**src/rtl/bus_arbiter_pkg.sv**
```systemverilog
// Shared types and constants for the peripheral bus arbiter.
package bus_arbiter_pkg;

    localparam int unsigned DEF_ADDR_W = 64;
    localparam int unsigned DEF_DATA_W = 64;

    // Master slots on the shared bus
    localparam int unsigned MASTER_CPU = 0;
    localparam int unsigned MASTER_GPU = 1;
    localparam int unsigned MASTER_KBD = 2;

    // Read data returned to a master whose access timed out
    localparam logic [DEF_DATA_W-1:0] RDATA_ERR = '1;

    typedef enum logic [1:0] {
        StIdle,
        StAccess,
        StTurn
    } state_e;

    // Index width that stays legal for a single master
    function automatic int unsigned idx_width(input int unsigned n);
        return (n > 1) ? $clog2(n) : 1;
    endfunction

endpackage

```
**src/rtl/bus_arbiter_if.sv**
```systemverilog
// Master-side request/grant signals and the shared peripheral bus.
interface bus_arbiter_if #(
    parameter int unsigned NUM_REQ = 3,
    parameter int unsigned ADDR_W  = 64,
    parameter int unsigned DATA_W  = 64
);
    logic [NUM_REQ-1:0]        req;
    logic [NUM_REQ-1:0]        req_write;
    logic [NUM_REQ*ADDR_W-1:0] req_addr;
    logic [NUM_REQ*DATA_W-1:0] req_wdata;
    logic [NUM_REQ-1:0]        gnt;
    logic [NUM_REQ-1:0]        done;
    logic [NUM_REQ-1:0]        err;
    logic [DATA_W-1:0]         rdata;
    logic [ADDR_W-1:0]         bus_address;
    logic [DATA_W-1:0]         bus_data_out;
    logic                      bus_data_oe;
    logic                      bus_read;
    logic                      bus_write;
    logic [DATA_W-1:0]         bus_data_in;
    logic                      bus_ack;

    // Arbiter view
    modport slave (
        input  req, req_write, req_addr, req_wdata, bus_data_in, bus_ack,
        output gnt, done, err, rdata, bus_address, bus_data_out, bus_data_oe,
               bus_read, bus_write
    );

    // Masters plus peripherals view
    modport master (
        output req, req_write, req_addr, req_wdata, bus_data_in, bus_ack,
        input  gnt, done, err, rdata, bus_address, bus_data_out, bus_data_oe,
               bus_read, bus_write
    );

endinterface

```
**src/rtl/bus_arbiter_rr_picker.sv**
```systemverilog
// Round-robin winner select: first request at or after ptr, wrapping.
module rr_picker #(
    parameter int unsigned NUM_REQ = 3,
    parameter int unsigned IDX_W   = 2
) (
    input  logic [NUM_REQ-1:0] req,
    input  logic [IDX_W-1:0]   ptr,
    output logic [NUM_REQ-1:0] onehot,
    output logic [IDX_W-1:0]   idx,
    output logic               any
);

    logic [IDX_W-1:0] cand;

    // Scan from the pointer; the first hit wins
    always_comb begin
        onehot = '0;
        idx    = '0;
        any    = 1'b0;
        cand   = '0;
        for (int unsigned i = 0; i < NUM_REQ; i++) begin
            cand = IDX_W'((32'(ptr) + i) % NUM_REQ);
            if (!any && req[cand]) begin
                any          = 1'b1;
                idx          = cand;
                onehot[cand] = 1'b1;
            end
        end
    end

endmodule

```
**src/rtl/bus_arbiter.sv**
```systemverilog
// Round-robin bus arbiter/sequencer: IDLE -> ACCESS -> TURN.
// Optional access timeout is built when BUS_TIMEOUT_EN is defined.
module bus_arbiter
    import bus_arbiter_pkg::*;
#(
    parameter int unsigned NUM_REQ        = 3,
    parameter int unsigned ADDR_W         = DEF_ADDR_W,
    parameter int unsigned DATA_W         = DEF_DATA_W,
    parameter int unsigned TIMEOUT_CYCLES = 256
) (
    input logic           clock,
    input logic           reset,
    bus_arbiter_if.slave  bus
);

    localparam int unsigned IDX_W = idx_width(NUM_REQ);

    if (TIMEOUT_CYCLES == 0) begin : g_bad_cfg
        $error("TIMEOUT_CYCLES must be nonzero");
    end

    state_e              state_q;
    logic [IDX_W-1:0]    ptr_q;
    logic [NUM_REQ-1:0]  gnt_q;
    logic [NUM_REQ-1:0]  done_q;
    logic [DATA_W-1:0]   rdata_q;
    logic [ADDR_W-1:0]   addr_q;
    logic [DATA_W-1:0]   wdata_q;
    logic                oe_q;
    logic                bus_read_q;
    logic                bus_write_q;

    logic [NUM_REQ-1:0]  win_onehot;
    logic [IDX_W-1:0]    win_idx;
    logic                win_any;
    logic                win_write;

`ifdef BUS_TIMEOUT_EN
    localparam int unsigned CNT_W = $clog2(TIMEOUT_CYCLES + 1);
    logic [CNT_W-1:0]    cnt_q;
    logic [NUM_REQ-1:0]  err_q;
`endif

    rr_picker #(
        .NUM_REQ (NUM_REQ),
        .IDX_W   (IDX_W)
    ) u_picker (
        .req    (bus.req),
        .ptr    (ptr_q),
        .onehot (win_onehot),
        .idx    (win_idx),
        .any    (win_any)
    );

    assign win_write = bus.req_write[win_idx];

    // Sequencer: latch the winner's fields on grant so later master changes are ignored
    always_ff @(posedge clock) begin
        if (reset) begin
            state_q     <= StIdle;
            ptr_q       <= IDX_W'(MASTER_CPU);
            gnt_q       <= '0;
            done_q      <= '0;
            rdata_q     <= '0;
            addr_q      <= '0;
            wdata_q     <= '0;
            oe_q        <= 1'b0;
            bus_read_q  <= 1'b0;
            bus_write_q <= 1'b0;
`ifdef BUS_TIMEOUT_EN
            cnt_q       <= '0;
            err_q       <= '0;
`endif
        end else begin
            unique case (state_q)
                StIdle: begin
                    if (win_any) begin
                        state_q     <= StAccess;
                        gnt_q       <= win_onehot;
                        addr_q      <= bus.req_addr[32'(win_idx) * ADDR_W +: ADDR_W];
                        wdata_q     <= win_write ?
                                       bus.req_wdata[32'(win_idx) * DATA_W +: DATA_W] : '0;
                        oe_q        <= win_write;
                        bus_read_q  <= !win_write;
                        bus_write_q <= win_write;
                        ptr_q       <= (32'(win_idx) == NUM_REQ - 1) ?
                                       '0 : win_idx + IDX_W'(1);
`ifdef BUS_TIMEOUT_EN
                        cnt_q       <= '0;
`endif
                    end
                end
                StAccess: begin
                    // An ack on the last counted cycle takes priority over the timeout
                    if (bus.bus_ack) begin
                        if (!bus_write_q) begin
                            rdata_q <= bus.bus_data_in;
                        end
                        done_q      <= gnt_q;
                        gnt_q       <= '0;
                        oe_q        <= 1'b0;
                        bus_read_q  <= 1'b0;
                        bus_write_q <= 1'b0;
                        state_q     <= StTurn;
                    end
`ifdef BUS_TIMEOUT_EN
                    else if (32'(cnt_q) == TIMEOUT_CYCLES - 1) begin
                        rdata_q     <= {DATA_W{1'b1}};
                        err_q       <= gnt_q;
                        done_q      <= gnt_q;
                        gnt_q       <= '0;
                        oe_q        <= 1'b0;
                        bus_read_q  <= 1'b0;
                        bus_write_q <= 1'b0;
                        state_q     <= StTurn;
                    end else begin
                        cnt_q <= cnt_q + CNT_W'(1);
                    end
`endif
                end
                StTurn: begin
                    done_q  <= '0;
`ifdef BUS_TIMEOUT_EN
                    err_q   <= '0;
`endif
                    state_q <= StIdle;
                end
                default: state_q <= StIdle;
            endcase
        end
    end

    assign bus.gnt          = gnt_q;
    assign bus.done         = done_q;
    assign bus.rdata        = rdata_q;
    assign bus.bus_address  = addr_q;
    assign bus.bus_data_out = wdata_q;
    assign bus.bus_data_oe  = oe_q;
    assign bus.bus_read     = bus_read_q;
    assign bus.bus_write    = bus_write_q;
`ifdef BUS_TIMEOUT_EN
    assign bus.err          = err_q;
`else
    assign bus.err          = '0;
`endif

endmodule
```
**src/flat_wrapper.sv**
```systemverilog
// flat-port wrapper written by rule: the top's interface ports become plain ports
module bus_arbiter_flat import bus_arbiter_pkg::*;
#(
    parameter int unsigned NUM_REQ        = 3,
    parameter int unsigned ADDR_W         = DEF_ADDR_W,
    parameter int unsigned DATA_W         = DEF_DATA_W,
    parameter int unsigned TIMEOUT_CYCLES = 256
)
  (clock, reset, bus_req, bus_req_write, bus_req_addr, bus_req_wdata, bus_bus_data_in, bus_bus_ack, bus_gnt, bus_done, bus_err, bus_rdata, bus_bus_address, bus_bus_data_out, bus_bus_data_oe, bus_bus_read, bus_bus_write);
  bus_arbiter_if #(.NUM_REQ(NUM_REQ), .ADDR_W(ADDR_W), .DATA_W(DATA_W)) bus_i ();
  input logic clock;
  input logic reset;
  input wire logic [$bits(bus_i.req)-1:0] bus_req;
  input wire logic [$bits(bus_i.req_write)-1:0] bus_req_write;
  input wire logic [$bits(bus_i.req_addr)-1:0] bus_req_addr;
  input wire logic [$bits(bus_i.req_wdata)-1:0] bus_req_wdata;
  input wire logic [$bits(bus_i.bus_data_in)-1:0] bus_bus_data_in;
  input wire logic [$bits(bus_i.bus_ack)-1:0] bus_bus_ack;
  output wire logic [$bits(bus_i.gnt)-1:0] bus_gnt;
  output wire logic [$bits(bus_i.done)-1:0] bus_done;
  output wire logic [$bits(bus_i.err)-1:0] bus_err;
  output wire logic [$bits(bus_i.rdata)-1:0] bus_rdata;
  output wire logic [$bits(bus_i.bus_address)-1:0] bus_bus_address;
  output wire logic [$bits(bus_i.bus_data_out)-1:0] bus_bus_data_out;
  output wire logic [$bits(bus_i.bus_data_oe)-1:0] bus_bus_data_oe;
  output wire logic [$bits(bus_i.bus_read)-1:0] bus_bus_read;
  output wire logic [$bits(bus_i.bus_write)-1:0] bus_bus_write;
  assign bus_i.req = bus_req;
  assign bus_i.req_write = bus_req_write;
  assign bus_i.req_addr = bus_req_addr;
  assign bus_i.req_wdata = bus_req_wdata;
  assign bus_i.bus_data_in = bus_bus_data_in;
  assign bus_i.bus_ack = bus_bus_ack;
  assign bus_gnt = bus_i.gnt;
  assign bus_done = bus_i.done;
  assign bus_err = bus_i.err;
  assign bus_rdata = bus_i.rdata;
  assign bus_bus_address = bus_i.bus_address;
  assign bus_bus_data_out = bus_i.bus_data_out;
  assign bus_bus_data_oe = bus_i.bus_data_oe;
  assign bus_bus_read = bus_i.bus_read;
  assign bus_bus_write = bus_i.bus_write;
  bus_arbiter #(.NUM_REQ(NUM_REQ), .ADDR_W(ADDR_W), .DATA_W(DATA_W), .TIMEOUT_CYCLES(TIMEOUT_CYCLES)) u_core (.clock(clock), .reset(reset), .bus(bus_i));
endmodule
```
**config.mk**
```make
export PLATFORM = sky130hd
export DESIGN_NAME = bus_arbiter_flat
export DESIGN_NICKNAME = d
export VERILOG_FILES = /design/src/rtl/bus_arbiter_pkg.sv /design/src/rtl/bus_arbiter_if.sv /design/src/rtl/bus_arbiter_rr_picker.sv /design/src/rtl/bus_arbiter.sv /design/src/flat_wrapper.sv
export SDC_FILE = /design/constraint.sdc
export NUM_CORES = 1
export LEC_CHECK = 0
export BUFFER_PORTS_ARGS = -buffer_cell sky130_fd_sc_hd__buf_2
export CAP_MARGIN = 20
export CORE_AREA = 4 4 253 255
export CTS_BUF_LIST = sky130_fd_sc_hd__clkbuf_4
export CTS_CLUSTER_SIZE = 10
export DETAILED_ROUTE_END_ITERATION = 10
export DIE_AREA = 0 0 257 259
export HOLD_SLACK_MARGIN = 0.12
export RECOVER_POWER = 100
export SLEW_MARGIN = 20
export SYNTH_ARGS = -nofsm -noshare
export SYNTH_HDL_FRONTEND = slang
export SYNTH_SLANG_ARGS = --single-unit
```
**constraint.sdc**
```tcl
create_clock -name clock -period 4 [get_ports clock]
set_input_delay 0.8 -clock clock [delete_from_list [all_inputs] [get_ports clock]]
set_output_delay 0.8 -clock clock [all_outputs]
set_load 0.05 [all_outputs]
```
==> results of run 1 <==
metrics by stage:
step	utilization (%)	hold slack, ns	std cells	setup WS, ns
after floorplan	-	0.465	1331	1.41
after global placement	22.6	0.430	2730	0.710
after detailed placement	22.6	0.434	2730	0.624
after CTS	23.8	0.149	2831	0.683
after global routing	23.3	0.179	2834	0.230
final	23.3	0.301	2835	0.440
final cells by class:
type                    instances  area (um2)  area share [%]
diodes                          4        10.0          0.0697
clock buffers                  87         653            4.55
clock inverters                14        60.1           0.418
inverters                       4        15.0           0.105
multi-input cells             994        5090            35.5
flip-flops and latches        204        4080            28.5
well taps                     837        1050            7.30
repair buffers                691        3400            23.7
routing by layer:
metal | part of all wire (%) | track usage (%) | routed length, um | vias up
met5 | 0 | 0 | 0 | -
met3 | 8.5 | 3.46 | 3970 | 93
met2 | 47 | 21.1 | 21800 | 611
li1 | - | - | - | 5910
met4 | 3.9 | 5.46 | 1810 | 0
met1 | 41 | 15.7 | 19000 | 5469
how the worst max path moves through the flow:
stage	start	endpoint	slack (ns)	depth (start not counted)
finish	u_core.ptr_q[1]$_SDFFE_PP0P_	u_core.bus.bus_address[21]$_SDFFE_PP0P_	0.44	8
global route	u_core.ptr_q[1]$_SDFFE_PP0P_	u_core.bus.bus_address[21]$_SDFFE_PP0P_	0.23	8
CTS	u_core.ptr_q[1]$_SDFFE_PP0P_	u_core.bus.bus_data_out[55]$_SDFFE_PP0P_	0.68	10
detailed placement	bus_req[1]	u_core.bus.bus_data_out[14]$_SDFFE_PP0P_	0.62	9
global placement	bus_req[1]	u_core.bus.bus_data_out[62]$_SDFFE_PP0P_	0.71	9
floorplan	u_core.ptr_q[0]$_SDFFE_PP0P_	u_core.bus.bus_data_out[62]$_SDFFE_PP0P_	1.41	11
kinds of logic after synthesis:
group / synth area share, %
buffers and inverters: 5.66
and+or+nand+nor: 21.5
AOI/OAI and AO/OA: 29.5
DFF: 42.3
muxes: 0.531
other: 0.0388
adders and majority gates: 0.518
synth_stat cells, drive strengths merged:
cell type    n
a311o        1
a2111o       1
or3          1
a22oi        3
nand2      335
a211o        1
ha           4
clkbuf     108
a2111oi      1
o31a         1
a32o         1
dfxtp      204
nor2b        1
a311oi       2
or3b         1
a31oi        6
nand3        4
inv          4
o31ai       65
a21oi      136
a21o         1
or2          1
a31o         1
nor2        76
conb         1
o21a         1
nor3         2
o2111a       1
mux2i        4
nand2b       6
o21ai      198
nand3b       4
a211oi      64
o221ai       2
mux2         1
buf         21
and3        65
critical path, delay by kind of cell (launching register included):
| family | cells | cell delay [ns] |
|---|---|---|
| AO/OA/AOI/OAI | 3 | 1.30 |
| multiplexers | 2 | 0.57 |
| adder cells (fa/ha/maj) | 1 | 0.38 |
| flip-flops | 1 | 0.34 |
| buffers and inverters | 2 | 0.73 |
registers in the layout, indices dropped and copies added, names as in the netlist:
register and cells:
u_core.bus.gnt 3, u_core.bus.bus_data_out 64, u_core.bus.rdata 64, u_core.bus.bus_address 64, u_core.state_q 2, u_core.bus.done 3
u_core.bus.bus_read 1, u_core.ptr_q 2, u_core.bus.bus_data_oe 1
power breakdown:
| group | switching, mW | internal [mW] | leakage [nW] |
|---|---|---|---|
| clock network | 0.935 | 0.982 | 0.428 |
| logic | 5.60 | 1.79 | 3.94 |
| registers | 0.416 | 2.75 | 1.67 |
| total | 6.95 | 5.52 | 6.03 |
==> summary.txt, run 1 <==
Syn Std Cell Area -> 9660 um2
Detailed Routing Iterations Pass 1 -> 5
Worst setup path category -> flop to flop
Final hold vios -> 0
Commonest cells after routing, fill and taps aside -> 456 x buf_2, 334 x nand2_1, 207 x clkbuf_1
Worst path required time -> 4.56 ns
Slew Viols, Final -> 96
CTS clk-pin slew, worst paths -> 0.06 ns
Worst-Skew Late Latency -> 0.76 ns
DR DRC count -> 0
Synth Instances -> 1329
Largest net degree at the start of global routing -> 141
Final Cell Area -> 14400 um2
Layout cells sized above 1 -> 29.4%
Core Region -> 61600 um2
FILL cells -> 7084
Via Count -> 12100
Initial antenna violation count -> 5
Post-CTS setup buffer count -> 0
Hold path depth -> 3
Overflow after GRT -> 0
Tmin final -> 3.56 ns
Routed WL per cell -> 16.4 um
Site row count -> 91
Count of cell types in the netlist -> 40
Vias per cell -> 4.26
Clock Skew -> 0.0492 ns
FMAX -> 281 MHz
Share of the synthesized area in the top cell type -> 42.3%
WHS Endpoint -> u_core.bus.rdata[11]$_SDFFE_PP0P_
Worst reg2reg endpoint -> u_core.bus.bus_address[21]$_SDFFE_PP0P_
Data arrival, critical path -> 4.12 ns
MaxCap Viol Count -> 2
Die footprint -> 66600 um2
Nets -> 2415
Min-Delay Path Class -> primary input to flop
# IOs -> 661
Cells along the critical path -> inv_1, ha_1, mux2i_1, mux2_2, a2111o_2, clkbuf_2, o21ai_0, o21ai_0
Slew at the pin closest to its max-slew limit -> 3.09 ns
Hold_buf cts -> 0
Total power -> 12.5 mW
RSZ-0062 raised after global routing -> no
Post-placement cell area -> 13900 um2
Final worst path period share -> 89.0%
Commonest non-fill, non-tap cell in the layout -> buf_2
Reg2reg start -> u_core.ptr_q[1]$_SDFFE_PP0P_
Max clock buf depth -> 3
CP startpoint kind -> flop
CP max-delay cell -> clkbuf_2
Worst R2R Path Depth -> 8
PwrDens -> 869 nW/um2
Initial Utilization -> 15.7%
Synthesized area per cell -> 7.27 um2
Antenna Nets Post-Route -> 0
Setup_tns -> 0 ns
Crit. End Element -> flop
Failing checks -> max-capacitance violations, max-slew violations
CTS H-Tree Depth -> 2
Die Width -> 257 um
Root buffer cell -> clkbuf_4
Final Wtd Congestion -> 0.893
Main area contributors after synthesis -> dfxtp_1 42%, nand2_1 13%, o21ai_0 10%, a21oi_1 7.0%, o31ai_1 5.1%
Via count of the first global-routing pass -> 11600
Synth warn -> 0
Post-DP HPWL -> 34500 um
Inserted Clock Buffers -> 59
Reg2Reg Setup Slack -> 0.44 ns
Relative slew margins -> -106%
Worst vdd ir -> 0.404 mV
Layout area overhead -> 48.6%
Worst hold start -> bus_bus_data_in[11]
CP Max Fanout -> 54
Static leakage -> 6.03 nW
Port Buffers -> 657
Clk sinks -> 204
Die Ht -> 259 um
CP dominant cell by count -> o21ai_0
Tot GR Track Use -> 12.8%
First-pass GRT wire length -> 67400 um
Setup-failing EPs final -> 0
Final wirelength -> 46500 um
CP peak stage delay -> 0.65 ns
Cell type with the largest total area after synthesis -> dfxtp_1
Outcome -> finished with violations
Synth Register Bits -> 204
Gates resized, CTS repair -> 0
TritonCTS clock tree -> yes
DR iter-0 viols -> 894
Sequential fraction of the synthesis area -> 42.3%
Note: power is estimated with default switching activity, not from simulation.
==> inputs of run 2 (changes only) <==
==> constraint.sdc (replaced) <==
create_clock -name clock -period 4 [get_ports clock]
set_input_delay 0.2 -clock clock [delete_from_list [all_inputs] [get_ports clock]]
set_output_delay 0.2 -clock clock [all_outputs]
set_load 0.05 [all_outputs]
==> run 2 against run 1 <==
Against the previous run:
- the run now ends clean
- sequential share of layout area shrank 6.4 points
- count of clock-buffer cells in the layout up 4
- cell count up 14%
- final area is 29% higher
- utilization grew 6.8 points
- global-route usage is 1.9 points higher
- sequential cell count stayed put
- critical endpoint is now u_core.bus.bus_data_out[4]$_SDFFE_PP0P_
- via count is 18% higher
- register-to-register slack worse by 0.21 ns
- maximum frequency fell by 5.6%
- combinational power is 18% higher
==> summary.txt, run 2 (synthesis gave the netlist of run 1 again) <==
Worst path required time -> 4.64 ns (+0.08 ns)
Final wirelength -> 52900 um (+14%)
Setup-failing EPs final -> 0 (unchanged)
Die footprint -> 66600 um2 (unchanged)
Layout cells sized above 1 -> 24.6% (-4.9 points)
Setup_tns -> 0 ns (unchanged)
Layout area overhead -> 92.1%
Vias per cell -> 4.39 (+3.0%)
Inserted Clock Buffers -> 60 (+1.7%)
Commonest non-fill, non-tap cell in the layout -> buf_2
CP peak stage delay -> 0.73 ns (+0.08 ns)
# IOs -> 661 (unchanged)
Total power -> 13.9 mW (+12%)
Routed WL per cell -> 16.3 um (-0.53%)
Worst vdd ir -> 0.327 mV (-19%)
Commonest cells after routing, fill and taps aside -> 456 x buf_2, 417 x dlygate4sd3_1, 334 x nand2_1
Root buffer cell -> clkbuf_4
CP startpoint kind -> flop
Final worst path period share -> 94.2% (+5.2 points)
Relative slew margins -> 9.07% (+120 points)
RSZ-0062 raised after global routing -> no
Initial antenna violation count -> 4 (-1)
Initial Utilization -> 15.7% (unchanged)
Site row count -> 91 (unchanged)
Max clock buf depth -> 3 (unchanged)
Final Cell Area -> 18600 um2 (+29%)
Final hold vios -> 0 (unchanged)
Post-DP HPWL -> 34500 um (+0.18%)
Utilization after layout -> 30.1% (+6.8 points)
Detailed Routing Iterations Pass 1 -> 5 (unchanged)
Pre-CTS WS -> 0.616 ns (-0.00796 ns)
Min-Delay Path Class -> primary input to flop
Tot GR Track Use -> 14.7% (+1.9 points)
Nets -> 2826 (+17%)
Clock Skew -> 0.0494 ns (+0.000125 ns)
PwrDens -> 751 nW/um2 (-14%)
Final worst-path setup slack -> 0.231 ns (-0.209 ns)
Die Width -> 257 um (unchanged)
Via Count -> 14200 (+18%)
CP Max Fanout -> 95 (+76%)
Largest net degree at the start of global routing -> 96 (-32%)
Post-placement cell area -> 13800 um2 (-0.58%)
FMAX -> 265 MHz (-5.6%)
Worst setup path category -> flop to flop
CTS H-Tree Depth -> 2 (unchanged)
MaxCap Viol Count -> 0 (-2)
Clk sinks -> 204 (unchanged)
Die Ht -> 259 um (unchanged)
Crit. End Element -> flop
Slew at the pin closest to its max-slew limit -> 1.36 ns (-1.73 ns)
WP buf/inv -> 3 (+1)
DR iter-0 viols -> 1161 (+30%)
DR DRC count -> 0 (unchanged)
Via count of the first global-routing pass -> 14300 (+24%)
Tmin final -> 3.77 ns (+0.209 ns)
Top delay family on crit path -> compound AO/OA/AOI/OAI gates
TritonCTS clock tree -> yes
Final Wtd Congestion -> 0.877 (-1.8%)
Outcome -> finished, final reports clean
Port Buffers -> 657 (unchanged)
Cells along the critical path -> inv_1, ha_1, mux2i_1, mux2_1, a2111o_2, buf_12, o21ai_0, a21oi_1, dlygate4sd3_1, o31ai_1
Core Region -> 61600 um2 (unchanged)
CTS clk-pin slew, worst paths -> 0.06 ns (about the same)
Antenna Nets Post-Route -> 0 (unchanged)
Overflow after GRT -> 0 (unchanged)
Static leakage -> 8.02 nW (+33%)
Slew Viols, Final -> 0 (-100%)
Worst-Skew Late Latency -> 0.77 ns (about the same)
CP max-delay cell -> a2111o_2
Data arrival, critical path -> 4.41 ns (+0.29 ns)
First-pass GRT wire length -> 79000 um (+17%)
run 2: changes by cell type in the layout (fill, tap and decap cells not counted), moves of 2 or more:
cell and delta:
dlygate4sd3_1 +417, clkbuf_1 -5, clkbuf_4 +4, clkinv_1 -4
buf_4 -2, clkinv_2 -2
run 2: per-stage QoR:
stage	cells	hold WS [ns]
floorplan	1331	0.336
global placement	2721	0.429
detailed placement	2721	0.436
CTS	3238	0.120
global route	3243	0.166
finish	3244	0.219
run 2: cell type report:
class	count	area [um2]
Clock buffer	91	683
Timing Repair Buffer	1101	7540
Tap cell	837	1050
Sequential cell	204	4080
Antenna cell	4	10.0
Inverter	4	15.0
Multi-Input combinational cell	994	5110
Clock inverter	9	61.3
Fill cell	6572	43000
run 2: what timing repair did:
action                     in CTS  in global routing
hold buffers                  417                  0
hold endpoints to repair      203                  0
setup endpoints to repair       0                121
setup buffers                   0                  2
gates resized for setup         0                  3
run 2: layer usage:
layer / global-route usage, % / up-vias / share of wire [%]
met5: 0 / - / 0.017
met4: 7.43 / 2 / 5.2
met3: 3.86 / 175 / 8.9
met2: 25.1 / 834 / 47
met1: 17.1 / 6508 / 39
li1: - / 6726 / -
run 2: where the power goes:
part	switching [mW]	total (mW)	leakage (nW)	internal [mW]
Combinational	5.92	8.72	5.90	2.80
Sequential	0.446	3.20	1.67	2.75
Clock	0.949	2.03	0.450	1.08
run 2: path summary, 6_finish.rpt:
kind	startpoint	end	slack [ns]	depth (start not counted)
min reg2reg	u_core.bus.bus_data_out[4]$_SDFFE_PP0P_	u_core.bus.bus_data_out[4]$_SDFFE_PP0P_	0.45	2
min	bus_req_write[0]	u_core.bus.bus_data_oe$_SDFFE_PP0P_	0.22	7
max	u_core.ptr_q[1]$_SDFFE_PP0P_	u_core.bus.bus_data_out[4]$_SDFFE_PP0P_	0.23	10
max reg2reg	u_core.ptr_q[1]$_SDFFE_PP0P_	u_core.bus.bus_data_out[4]$_SDFFE_PP0P_	0.23	10
run 2: worst min-delay path: cells and delay by family:
kind / cells / cell delay (ns)
AO/OA/AOI/OAI: 2 / 0.29
buffers and inverters: 3 / 0.30
AND/OR/NAND/NOR: 2 / 0.16
